**src/rtl/clk_divider_multi.sv**
```systemverilog
// clk_divider_multi: CH independent 50%-duty clock dividers with glitch-free divisor updates.
// O_TICK rise pulses are generated only when CLKDIV_TICK_EN is defined; otherwise O_TICK is tied low.
module clk_divider_multi #(
    parameter int CH        = 2,
    parameter int CW        = 28,
    parameter int HALF_INIT = 25000000,
    parameter int SW        = 1
) (
    input  logic          I_CLK,
    input  logic          Rst,
    input  logic [CH-1:0] En,
    input  logic          Sync,
    input  logic          Wr_En,
    input  logic [SW-1:0] Wr_Ch,
    input  logic [CW-1:0] Wr_Half,
    output logic [CH-1:0] O_CLK,
    output logic [CH-1:0] O_TICK
);
    for (genvar g = 0; g < CH; g++) begin : g_ch
        logic [CW-1:0] cnt_q, cnt_d, act_q, act_d, pend_q, pend_d;
        logic          clk_q, clk_d, pv_q, pv_d, tgl, xfer, wr;
        // Pending divisors only move to the active slot at half-period boundaries, so no half is truncated
        always_comb begin
            wr     = Wr_En && Wr_Ch == SW'(g);
            tgl    = En[g] && !Sync && cnt_q == act_q - 1'b1;
            xfer   = Sync || !En[g] || tgl;
            cnt_d  = xfer ? '0 : cnt_q + 1'b1;
            clk_d  = (Sync || !En[g]) ? 1'b0 : clk_q ^ tgl;
            act_d  = (xfer && pv_q) ? pend_q : act_q;
            pend_d = wr ? ((Wr_Half == '0) ? CW'(1) : Wr_Half) : pend_q;
            pv_d   = wr || (pv_q && !xfer);
        end
        always_ff @(posedge I_CLK) begin
            if (!Rst) begin
                cnt_q  <= '0;
                clk_q  <= 1'b0;
                act_q  <= CW'(HALF_INIT);
                pend_q <= CW'(HALF_INIT);
                pv_q   <= 1'b0;
            end else begin
                cnt_q  <= cnt_d;
                clk_q  <= clk_d;
                act_q  <= act_d;
                pend_q <= pend_d;
                pv_q   <= pv_d;
            end
        end
        assign O_CLK[g] = clk_q;
`ifdef CLKDIV_TICK_EN
        logic tick_q;
        always_ff @(posedge I_CLK) begin
            tick_q <= Rst && clk_d && !clk_q;
        end
        assign O_TICK[g] = tick_q;
`else
        assign O_TICK[g] = 1'b0;
`endif
    end
endmodule

```
**config.mk**
```make
export PLATFORM = sky130hd
export DESIGN_NAME = clk_divider_multi
export DESIGN_NICKNAME = d
export VERILOG_FILES = /design/src/rtl/clk_divider_multi.sv
export SDC_FILE = /design/constraint.sdc
export NUM_CORES = 1
export LEC_CHECK = 0
export ABC_AREA = 0
export BUFFER_PORTS_ARGS = -buffer_cell sky130_fd_sc_hd__buf_4
export CAP_MARGIN = 5
export CORE_MARGIN = 2
export CORE_UTILIZATION = 56
export CTS_CLUSTER_DIAMETER = 200
export DETAILED_ROUTE_END_ITERATION = 8
export PLACE_DENSITY_LB_ADDON = 0.05
export RECOVER_POWER = 25
export SYNTH_ARGS = -nofsm -noshare
export SYNTH_HDL_FRONTEND = slang
export SYNTH_SLANG_ARGS = --single-unit
```
**constraint.sdc**
```tcl
create_clock -name I_CLK -period 3.66 [get_ports I_CLK]
set_clock_uncertainty 0.1 [all_clocks]
set_input_delay 0.549 -clock I_CLK [delete_from_list [all_inputs] [get_ports I_CLK]]
set_output_delay 0.549 -clock I_CLK [all_outputs]
set_load 0.02 [all_outputs]
```
==> impl_metrics.toml <==
[timing]
period_share = 0.999
setup_viol = 0
finalCriticalPeriod_ns = 3.66
worst_pin_slew_ns = 1.48
hold_violations = 0
worst_slew_margin_rel = 0.00983
max_freq_mhz = 273
rsz0062_at_grt = "true"
drv_slew = 0

[final_layout]
area_growth_pct = 14.5
drive_above_1_share = 0.118
layout.nets = 1185
n_fill_cell = 1406
diodes = 0
fin_area_mm2 = 0.0104
final_cells = 1375

[logic_synthesis]
synthDistinctLibCells = 65
yosysSeqAreaShare = 0.378
synth-simple-area-share = 0.306
synth_compound_area_frac = 0.0879
ys.flop_type = "dfxtp_1"
synth_fa_ha_area_frac = 0.00549
synth_cells = 1115
avgSynthCellArea_um2 = 8.17
yosys.area_share.xor_xnor = 0.114
synth_warnings = 0
synth_edf_count = 0
synth_area_mm2 = 0.00911
synth_mux_area_frac = 0.0650
synth.ff_latch_count = 172
async_flop_share = 0
synth_top_family_by_area = "simple AND/OR/NAND/NOR gates"

[clock_network]
cts.sinks = 172
clk_pin_slew_ns = 0.07
clk_latency_ns = 0.43
h-tree-depth = 4
cts_tree = "done"
cts_made_buffers = 17
cts_buffer_depth = 2
clockRootBuffer = "clkbuf_16"

[power_and_ir_drop]
p_leak_uw = 0.00366
power_density_mw_per_mm2 = 394
irDropWorstVdd_mv = 0.440

[die]
initial_core_util = 0.573
ioPinCount = 39
fp.dieH_um = 132
die_w_um = 132
fp-row-count = 46
fp.coreArea_mm2 = 0.0159
die-area_mm2 = 0.0173

[hold_path]
whs_path_depth = 3
hold-path-endpoint = "g_ch[0].pend_q[13]"
hp-start = "Wr_Half[13]"
min_path_type = "in2reg"

[global_route]
grt_pass1_vias = 6820
grt_max_degree = 115
grt_pass1_wl_um = 35500
antenna_found_initial = 0
grt_overflow = 0
grt_usage = 0.250

[place]
gp_congestion = 0.971
dpl_cell_area_mm2 = 0.00967
port_buffers = 36
dpl.hpwl_um = 15500
place_inst = 1338

[route]
first_iter_violations = 675
drt-wirelength-per-cell_um = 15.8
detail_route.first_pass.iterations = 5
routed_wl_um = 21700
route.detailed.drc = 0
ant_nets = 0
via_per_inst = 5.52
vias = 7589

[critical_path]
worstPathArrival_ns = 3.91
critPathLaunchType = "flip-flop"
critical_path_class = "reg2reg"
reg2reg_slack_ns = 0.003
crit_required_ns = 3.91
end_kind = "flip-flop"
ff2ff_path_depth = 9
r2r-start = "g_ch[0].act_q[21]"
regToRegEndpoint = "g_ch[0].act_q[11]"
worstPathMaxFanout = 7

[job]
cap_violations = 0

[status]
status = "completed"
## cell usage after synthesis (8+ instances only)
| library cell | n | share of area |
|---|---|---|
| nor3_1 | 26 | 0.014 |
| and3_1 | 11 | 0.0076 |
| inv_1 | 20 | 0.0082 |
| or4_1 | 14 | 0.012 |
| xnor2_1 | 56 | 0.054 |
| a21oi_1 | 8 | 0.0044 |
| nor2b_1 | 51 | 0.035 |
| and4_1 | 8 | 0.0077 |
| nand4_1 | 22 | 0.015 |
| a31oi_1 | 8 | 0.0055 |
| nor2_1 | 101 | 0.042 |
| nand3_1 | 54 | 0.030 |
| nand2_1 | 214 | 0.088 |
| clkbuf_1 | 46 | 0.019 |
| dfxtp_1 | 172 | 0.38 |
| buf_4 | 8 | 0.0066 |
| xor2_1 | 60 | 0.058 |
| nor4_1 | 19 | 0.013 |
| o21ai_0 | 11 | 0.0060 |
| mux2i_1 | 58 | 0.064 |
| a21boi_0 | 31 | 0.026 |
## sequential cells by signal, summed over array words and instances (netlist names)
register	flops
g_ch.act_q	56
g_ch.cnt_q	56
g_ch.pend_q	56
g_ch.clk_q	2
g_ch.pv_q	2
## repair_timing
action	in CTS	in global routing
setup endpoints to repair	24	116
endpoints found under the hold margin	0	0
hold buffers	0	0
resized for setup	1	14
setup buffers	0	2
pin swaps	0	5
cloned	0	3
## area by class of cell
class | count | area [µm²] | area share
clock buffer | 18 | 439 | 0.0421
clock inverter | 14 | 178 | 0.0170
inverter | 20 | 75.1 | 0.00720
multi-input combinational | 860 | 5360 | 0.514
sequential | 172 | 3440 | 0.330
tap | 216 | 270 | 0.0259
timing repair buffer | 75 | 657 | 0.0630
## placed cells by master, fill, tap and decap left out, types with 31 or more instances in the layout
cell | netlist | final
nand2_1 | 214 | 214
a21boi_0 | 31 | 31
mux2i_1 | 58 | 58
nor2b_1 | 51 | 50
buf_4 | 8 | 65
nand3_1 | 54 | 54
xor2_1 | 60 | 60
nor2_1 | 101 | 101
xnor2_1 | 56 | 56
dfxtp_1 | 172 | 171
## critical path, stage by stage, from the launching register on
cell	delay (ns)
dfxtp_2	0.34
or4_1	0.52
or4_4	0.50
or4_1	0.49
a211oi_2	0.22
o32ai_2	0.11
a2111o_1	0.33
o32ai_4	0.52
clkbuf_16	0.27
mux2i_1	0.19
## worst max-delay path by stage
stage | slack (ns) | end | start | cells after the start
final | 0.003 | g_ch[0].act_q[11] | g_ch[0].act_q[21] | 9
after global routing | -0.08 | g_ch[0].act_q[17] | g_ch[0].act_q[15] | 9
after CTS | 0.03 | g_ch[1].act_q[7] | g_ch[1].act_q[0] | 12
after detailed placement | 0.08 | g_ch[0].act_q[11] | g_ch[0].act_q[15] | 9
after global placement | 0.14 | g_ch[0].act_q[1] | g_ch[0].act_q[15] | 9
after floorplan | 0.13 | g_ch[1].act_q[10] | g_ch[1].act_q[0] | 13
## stage by stage
step	power (µW)	hold WS (ns)	setup TNS, ns	worst slack [ns]	utilization
2_1_floorplan	2160	0.335	0	0.125	-
3_3_place_gp	2260	0.344	0	0.135	0.609
3_5_place_dp	2270	0.353	0	0.0772	0.609
4_1_cts	4140	0.250	0	0.0280	0.648
6_report	4110	0.266	0	0.00319	0.656
5_1_grt	4260	0.268	-1.34	-0.0752	0.656
## power breakdown
group,switching [µW],total (µW),internal [µW]
Clock,820,1880,1060
Sequential,32.6,1950,1920
Combinational,162,285,123
Total,1010,4110,3100
## layer usage
layer,up-vias,global-route usage,routed length [µm],share of wire
met5,-,0,0,0
li1,3897,-,-,-
met2,175,0.346,9030,0.42
met3,16,0.0509,1220,0.056
met1,3501,0.394,11300,0.52
met4,0,0.0580,172,0.0079
## cells by family (layout without fill, tap and decap cells)
group,Yosys count,count (layout)
buffers and inverters,84,127
AND/OR/NAND/NOR,570,570
XOR/XNOR,117,117
other,1,2
flip-flops,172,172
AO/OA/AOI/OAI,108,108
adder cells (fa/ha/maj),4,4
multiplexers,59,59
(Power assumes the default switching activity.)
